## src/rtl/piso_fifo_ser.sv

```systemverilog
// piso_fifo_ser: parallel-in serial-out serialiser with an input FIFO.
//   Words enter through a ready/valid handshake into a FIFO_DEPTH-deep buffer.
//   Each word is shifted out one bit per clock and framed with sof/eof.
//   An optional idle gap of GAP_CYCLES clocks follows every word.
// Ports:
//   clk        system clock, rising edge
//   rst_n      asynchronous active-low reset
//   data_in    parallel word, accepted when valid_in && ready_in
//   valid_in   data_in is valid
//   ready_in   FIFO has room for a word
//   data_out   serial bit (0 when valid_out is low)
//   valid_out  data_out carries a valid bit
//   sof/eof    first/last bit of a word
//   busy       shifting, in a gap, or FIFO non-empty
//   fifo_count words currently buffered
module piso_fifo_ser #(
  parameter int unsigned DATA_WIDTH = 8,
  parameter int unsigned FIFO_DEPTH = 4,
  parameter int unsigned MSB_FIRST  = 1,
  parameter int unsigned GAP_CYCLES = 0
) (
  input  logic                              clk,
  input  logic                              rst_n,
  input  logic [DATA_WIDTH-1:0]             data_in,
  input  logic                              valid_in,
  output logic                              ready_in,
  output logic                              data_out,
  output logic                              valid_out,
  output logic                              sof,
  output logic                              eof,
  output logic                              busy,
  output logic [$clog2(FIFO_DEPTH+1)-1:0]   fifo_count
);

  localparam int unsigned PW = $clog2(FIFO_DEPTH);
  localparam int unsigned CW = $clog2(FIFO_DEPTH + 1);
  localparam int unsigned BW = $clog2(DATA_WIDTH);

  localparam logic [CW-1:0] FULL     = CW'(FIFO_DEPTH);
  localparam logic [BW-1:0] LAST_BIT = BW'(DATA_WIDTH - 1);
  localparam logic [BW-1:0] PRE_LAST = BW'(DATA_WIDTH - 2);
  localparam logic [3:0]    GAP_LAST = (GAP_CYCLES == 0) ? 4'd0 : 4'(GAP_CYCLES - 1);

  typedef enum logic [1:0] {IDLE, SHIFT, GAP} state_t;

  state_t                state;
  logic [DATA_WIDTH-1:0] mem [FIFO_DEPTH];
  logic [PW-1:0]         wptr, rptr;
  logic [CW-1:0]         count;
  logic [DATA_WIDTH-1:0] shreg, shifted, head;
  logic [BW-1:0]         bit_cnt;
  logic [3:0]            gap_cnt;
  logic                  push, load;
  logic                  head_bit, next_bit;

  assign fifo_count = count;
  assign ready_in   = (count != FULL);
  assign push       = valid_in && ready_in;
  assign busy       = (state != IDLE) || (count != '0);
  assign head       = mem[rptr];

  assign shifted  = (MSB_FIRST != 0) ? {shreg[DATA_WIDTH-2:0], 1'b0}
                                     : {1'b0, shreg[DATA_WIDTH-1:1]};
  assign head_bit = (MSB_FIRST != 0) ? head[DATA_WIDTH-1] : head[0];
  assign next_bit = (MSB_FIRST != 0) ? shifted[DATA_WIDTH-1] : shifted[0];

  // Load (= FIFO pop) happens from IDLE, at the end of the last bit when no
  // gap is configured, or on the edge that closes the gap.
  always_comb begin
    load = 1'b0;
    case (state)
      IDLE:    load = (count != '0);
      SHIFT:   load = (bit_cnt == LAST_BIT) && (GAP_CYCLES == 0) && (count != '0);
      GAP:     load = (gap_cnt == GAP_LAST) && (count != '0);
      default: load = 1'b0;
    endcase
  end

  always_ff @(posedge clk) begin
    if (push) mem[wptr] <= data_in;
  end

  always_ff @(posedge clk or negedge rst_n) begin
    if (!rst_n) begin
      wptr  <= '0;
      rptr  <= '0;
      count <= '0;
    end else begin
      if (push) wptr <= wptr + 1'b1;
      if (load) rptr <= rptr + 1'b1;
      case ({push, load})
        2'b10:   count <= count + 1'b1;
        2'b01:   count <= count - 1'b1;
        default: count <= count;
      endcase
    end
  end

  // Serial outputs are registered alongside the state so they are valid
  // for the whole cycle following each edge.
  always_ff @(posedge clk or negedge rst_n) begin
    if (!rst_n) begin
      state     <= IDLE;
      shreg     <= '0;
      bit_cnt   <= '0;
      gap_cnt   <= '0;
      valid_out <= 1'b0;
      sof       <= 1'b0;
      eof       <= 1'b0;
      data_out  <= 1'b0;
    end else if (load) begin
      state     <= SHIFT;
      shreg     <= head;
      bit_cnt   <= '0;
      valid_out <= 1'b1;
      sof       <= 1'b1;
      eof       <= 1'b0;
      data_out  <= head_bit;
    end else begin
      case (state)
        IDLE: ;
        SHIFT: begin
          if (bit_cnt == LAST_BIT) begin
            state     <= (GAP_CYCLES != 0) ? GAP : IDLE;
            gap_cnt   <= '0;
            valid_out <= 1'b0;
            sof       <= 1'b0;
            eof       <= 1'b0;
            data_out  <= 1'b0;
          end else begin
            shreg    <= shifted;
            bit_cnt  <= bit_cnt + 1'b1;
            sof      <= 1'b0;
            eof      <= (bit_cnt == PRE_LAST);
            data_out <= next_bit;
          end
        end
        GAP: begin
          if (gap_cnt == GAP_LAST) state <= IDLE;
          else                     gap_cnt <= gap_cnt + 4'd1;
        end
        default: state <= IDLE;
      endcase
    end
  end

endmodule
```

## config.mk

```make
export PLATFORM = sky130hd
export DESIGN_NAME = piso_fifo_ser
export DESIGN_NICKNAME = d
export VERILOG_FILES = /design/src/rtl/piso_fifo_ser.sv
export SDC_FILE = /design/constraint.sdc
export NUM_CORES = 1
export LEC_CHECK = 0
export CORE_MARGIN = 2
export CORE_UTILIZATION = 50
export DETAILED_ROUTE_END_ITERATION = 10
export GPL_ROUTABILITY_DRIVEN = 1
export GPL_TIMING_DRIVEN = 0
export PLACE_DENSITY = 0.82
export RECOVER_POWER = 100
export SLEW_MARGIN = 20
export SYNTH_ARGS = -nofsm -noshare
export SYNTH_HDL_FRONTEND = slang
export SYNTH_SLANG_ARGS = --single-unit
```

## constraint.sdc

```tcl
create_clock -name clk -period 6.7 [get_ports clk]
set_clock_uncertainty 0.15 [all_clocks]
set_input_delay 1.675 -clock clk [delete_from_list [all_inputs] [get_ports clk]]
set_output_delay 1.675 -clock clk [all_outputs]
set_load 0.1 [all_outputs]
```

* Yosys cells after proc, flatten, opt, wreduce, memory -nomap -nowiden
Memories as Yosys holds them, arrays and structs flattened.
Index checks and enable logic that the tools add are counted.
** Word-level totals
- Register bits after elaboration :: 27
- Bits in writable memories :: 32
- Input bits :: 11
- Output and inout bits :: 9
- Word-level logic and storage cells :: 76
- Memories kept :: 1
** Operators by class
- $add $sub $neg :: 6
- Equal/unequal tests :: 13
- Mux-type cells :: 28
- Bitwise gates (word level) :: 1
- Reduce and logical (&&, ||, !) cells :: 16
** Memories
- mem :: depth 4, width 8, rd ports 1, clocked after memory_dff 0, wr ports 1, RTL line 47 : logic [DATA_WIDTH-1:0] mem [FIFO_DEPTH];
** Operators with widths (count)
- $mux W7 :: 3
- $mux W1 :: 13
- $reduce_bool A2 Y1 :: 5
- $mux W3 :: 3
- $ne A3 B3 Y1 const B :: 3
- $mux W4 :: 2
- $ne A2 B2 Y1 const B :: 4
- $pmux W4 S2 :: 1
- $add A3 B1 Y3 const B :: 2
- $eq A3 B3 Y1 const B :: 2
- $mux W2 :: 3
- $pmux W2 S3 :: 1
- $pmux W3 S2 :: 1
- $add A2 B1 Y2 const B :: 2
- $add A4 B1 Y4 const B :: 1
- $eq A2 B1 Y1 const B :: 2
- $eq A2 B2 Y1 const B :: 2
- $logic_not A4 Y1 :: 1
- $reduce_and A2 Y1 :: 2
- $reduce_and A4 Y1 :: 1
- $logic_and A1 B1 Y1 :: 3
- $pmux W1 S3 :: 1
- $reduce_and A3 Y1 :: 1
- $reduce_bool A3 Y1 :: 1
- other kinds (4) :: 4

* Longest topological paths before layout
Gate-level depths: netlist of run 1.
- Depth in word-level cells :: 5
- Mapped depth :: 9
- Mapped depth without buffers :: 9

* Worst setup path before layout of run 1
OpenSTA, ideal clock, no wires.
- Path kind :: flip-flop to output port
- From :: register count[0] (netlist: fifo_count[0])
- To :: output busy
- Arrival time :: 2.104 ns
- Setup slack :: 2.771 ns
- Cell stages (with the launch flop) :: 4
- Path buffers :: 1
- Cells stage by stage :: dfrtp_1 -> nor3_1 -> buf_2 -> nand2_1
** Between the ends
- Cells in the longest elaborated chain, start to end :: 2
** RTL lines
- start, declared :: RTL line 49 : logic [CW-1:0] count;
- start signal, assigned :: RTL line 92 : 2'b10: count <= count + 1'b1;
- start signal, assigned :: RTL line 93 : 2'b01: count <= count - 1'b1;
- start signal, assigned :: RTL line 94 : default: count <= count;
- $reduce_bool A3 Y1 :: RTL line 59 : assign busy = (state != IDLE) || (count != '0);
- $logic_or A1 B1 Y1 :: RTL line 59
- end, declared :: RTL line 31 : output logic busy,
No other way between the ends.

* Worst setup path in the final report of run 1
Same ends and word-level chain as after synthesis.

==> metrics.md, run 1 <==
| Metric | Value |
|---|---|
| Outcome | finished clean |
| CP Data Required Time | between 4 and 5 ns |
| Synth area leader | edfxtp_1 |
| Cell variety after synth | 27 |
| CP endpoint kind | output port |
| Minimum clock period | between 4 and 5 ns |
| Port buffer count | 19 |
| Static Leak | around 1.0 nW |
| Wire length per cell | around 16 um |
| Max-cap viol count | 0 |
| Max FO, Critical Path | 10 |
| Clk sinks | between 50 and 60 |
| Largest cells by area after synthesis | edfxtp_1 44%, dfrtp_1 24%, mux4_2 8.2% |
| Setup Buffers After CTS | 0 |
| Core outline area | between 4000 and 5000 um^2 |
| Arr. time, crit path | 2.54 ns |
| Hpwl dp | about 2700 um |
| Initial antenna violation count | 0 |
| Top-Level Pins | 20 |
| Overall Global Routing Usage | between 15 and 20% |
| RSZ-0062 raised after global routing | no |
| FF+latch count, synth | between 50 and 60 |
| # setup viols final | 0 |
| Clock Latency Late Sink | ~0.30 ns |
| # nets final | between 150 and 200 |
| Worst-Margin Slew | 0.9789 ns |
| First drt pass iteration count | 4 |
| Antenna diodes | 0 |
| Fin. Hold Viols | 0 |
| Die height | roughly 70 um |
| Vias in the first global route | between 1k and 1.5k |
| Final period util | about two thirds |
| Layout cell share with drive strength beyond 1 | between 10% and 20% |
| FMAX | 0.2291 GHz |
| Classification of the worst setup path | flop to output port |
| Slew margin rel. | around a third |
| Yosys warns | 0 |
| Post-synth top area share | roughly 44% |
| CTS tree | yes |
| TNS Setup | 0 ns |
| Maximum vdd drop | around 210 uV |
| Mean number of vias per cell | between 5 and 6 |
| Largest net degree at the start of global routing | 22 |
| Register area share after synthesis | between 60% and 70% |
| Maximum clock insertion buffer count | 2 |
| Die area | 4938 um^2 |
| Routed via count | about 1.2k |
| Detailed Route WL | approximately 3600 um |
| Mean Syn Cell Area | 15.14 um^2 |
| Min-delay worst type | flop to flop |
| Power density cells | around 470 nW/um^2 |
| Htree depth | 2 |
| CTS root buf | clkbuf_8 |
| Final antenna-violating net count | 0 |
| Worst-path clk slew | around 0.09 ns |
| Rows | 24 |
| # hold bufs at CTS | 0 |
| Synthesized instance count | approximately 150 |
| Initial Utilization | between 50 and 60% |
| Post-Synthesis Cell Area | ~2200 um^2 |
| First-pass GRT wire length | ~6400 um |
| Area Overhead vs Synth | 14.87% |
| TritonCTS Buffers | 5 |
| GP Congestion | approximately 0.8 |
| Fin util | around three fifths |
| DRT iter0 DRCs | 70 |
| Critical path launch point type | flop |
| Fillcell total | 323 |
| DRC Markers | 0 |
| Synth Net Count | approximately 170 |
| Slew Limit Fails | 0 |
| Cts repair resizes | 0 |
| Die Width | approximately 70 um |
| Total global routing overflow | 0 |
-- metrics by stage --
step / total power, W / area, um^2 / setup WS, ns / cells / hold slack, ns
2_1_floorplan: 0.0009077 / 2196 / 2.771 / 145 / 0.3074
5_1_grt: 0.001263 / 2522 / 2.131 / 224 / 0.3589
4_1_cts: 0.001214 / 2531 / 2.277 / 224 / 0.3472
3_5_place_dp: 0.001047 / 2451 / 2.619 / 216 / 0.3266
3_3_place_gp: 0.001010 / 2451 / 2.660 / 216 / 0.3166
6_report: 0.001187 / 2522 / 2.336 / 224 / 0.3372
-- worst paths after layout --
check                      cells after the start             to     startpoint  slack [ns]
hold / removal                                 1            sof            sof        0.34
min in group asynchronous                      1       shreg[5]          rst_n        1.81
hold reg to reg                                1            sof            sof        0.34
setup / recovery                               4           busy  fifo_count[0]        2.34
max in group asynchronous                      1       shreg[0]          rst_n        4.01
setup reg to reg                               9  fifo_count[2]     bit_cnt[1]        4.27
-- state kept, by name, indices dropped and copies added (netlist names) --
name / cells
shreg: 7
eof: 1
rptr: 2
fifo_count: 3
data_out: 1
sof: 1
bit_cnt: 3
state: 1
wptr: 2
mem: 32
-- layer usage --
layer / up-vias / part of all wire, % / wire (um) / global-route usage [%]
li1: 578 / - / - / -
met1: 607 / 43 / 1579 / 20.62
met2: 37 / 51 / 1846 / 27.88
met3: 5 / 4.8 / 173 / 5.339
met4: 0 / 1.1 / 41 / 6.624
met5: - / 0 / 0 / 0
-- cell type report --
type | count | area (um^2) | area share [%]
flip-flops and latches | 53 | 1486 | 58.93
plain buffers | 6 | 25.02 | 0.9921
well taps | 52 | 65.06 | 2.579
clock buffers | 8 | 80.08 | 3.175
inverters | 5 | 18.77 | 0.7440
multi-input cells | 81 | 656.9 | 26.04
repair buffers | 19 | 190.2 | 7.540
-- synth_stat cells --
cell type / number
ha_1: 8
nor2b_1: 1
inv_1: 5
and3_2: 4
nand2_1: 15
a21oi_1: 13
or3b_4: 1
dfrtp_1: 21
edfxtp_1: 32
fa_1: 1
and2_4: 1
mux2_4: 1
mux2_2: 1
nor2_1: 8
or3_2: 1
nand3_1: 4
a32oi_1: 1
o211ai_1: 1
o21ai_0: 3
xor2_1: 2
clkbuf_1: 3
buf_2: 3
nor3_1: 1
nand2b_1: 1
xnor2_1: 4
a21o_1: 1
mux4_2: 8
-- layout by cell type (no fill, tap or decap), drive strengths merged --
cell and instances:
nor2 8, ha 8, xnor2 4, or3b 1
inv 5, o211ai 1, a21o 1, and3 4
a32oi 1, clkbuf 12, mux4 8, xor2 2
dlygate4sd3 19, nor2b 1, nand2 15, edfxtp 32
nand2b 1, buf 2, nand3 4, a21oi 13
mux2 2, o21ai 3, nor3 1, or3 1
and2 1, dfrtp 21, fa 1
-- cells by family (layout without fill, tap and decap cells) --
kind of cell / count (synthesis) / after routing / synth area share, %
AO/OA/AOI/OAI: 19 / 19 / 4.729
XOR/XNOR: 6 / 6 / 2.393
adder cells (fa/ha/maj): 9 / 9 / 5.470
buffers and inverters: 11 / 38 / 2.051
flip-flops: 53 / 53 / 67.69
multiplexers: 10 / 10 / 9.401
AND/OR/NAND/NOR: 37 / 37 / 8.262
-- worst max-delay path: stages (launching register included) --
cell and delay [ns]:
dfrtp_1 0.46, nor3_1 0.45, buf_2 0.30, nand2_1 0.08, dlygate4sd3_1 0.93
-- where the power goes --
part | internal [W] | leakage (nW) | total, W | switching (W)
Sequential | 0.000448 | 0.549 | 0.000499 | 0.0000508
Combinational | 0.000182 | 0.415 | 0.000520 | 0.000338
Clock | 0.0000744 | 0.0395 | 0.000168 | 0.0000933
(Power assumes the default switching activity.)
==> inputs of run 2 (changes only) <==
clock period = 4.2 ns   (was 6.7 ns; I/O delays follow)
==> results of run 2 <==
The final DEF is identical to that of run 1. Status: finished clean.
Among the figures that moved: setup slack after placement 2.619 ns -> 0.7439 ns; setup slack after layout 2.336 ns -> 0.4610 ns; register-to-register setup slack 4.27 ns -> 1.77 ns; total power 0.001187 W -> 0.001893 W; worst IR drop on VDD 207.8 uV -> 331.5 uV
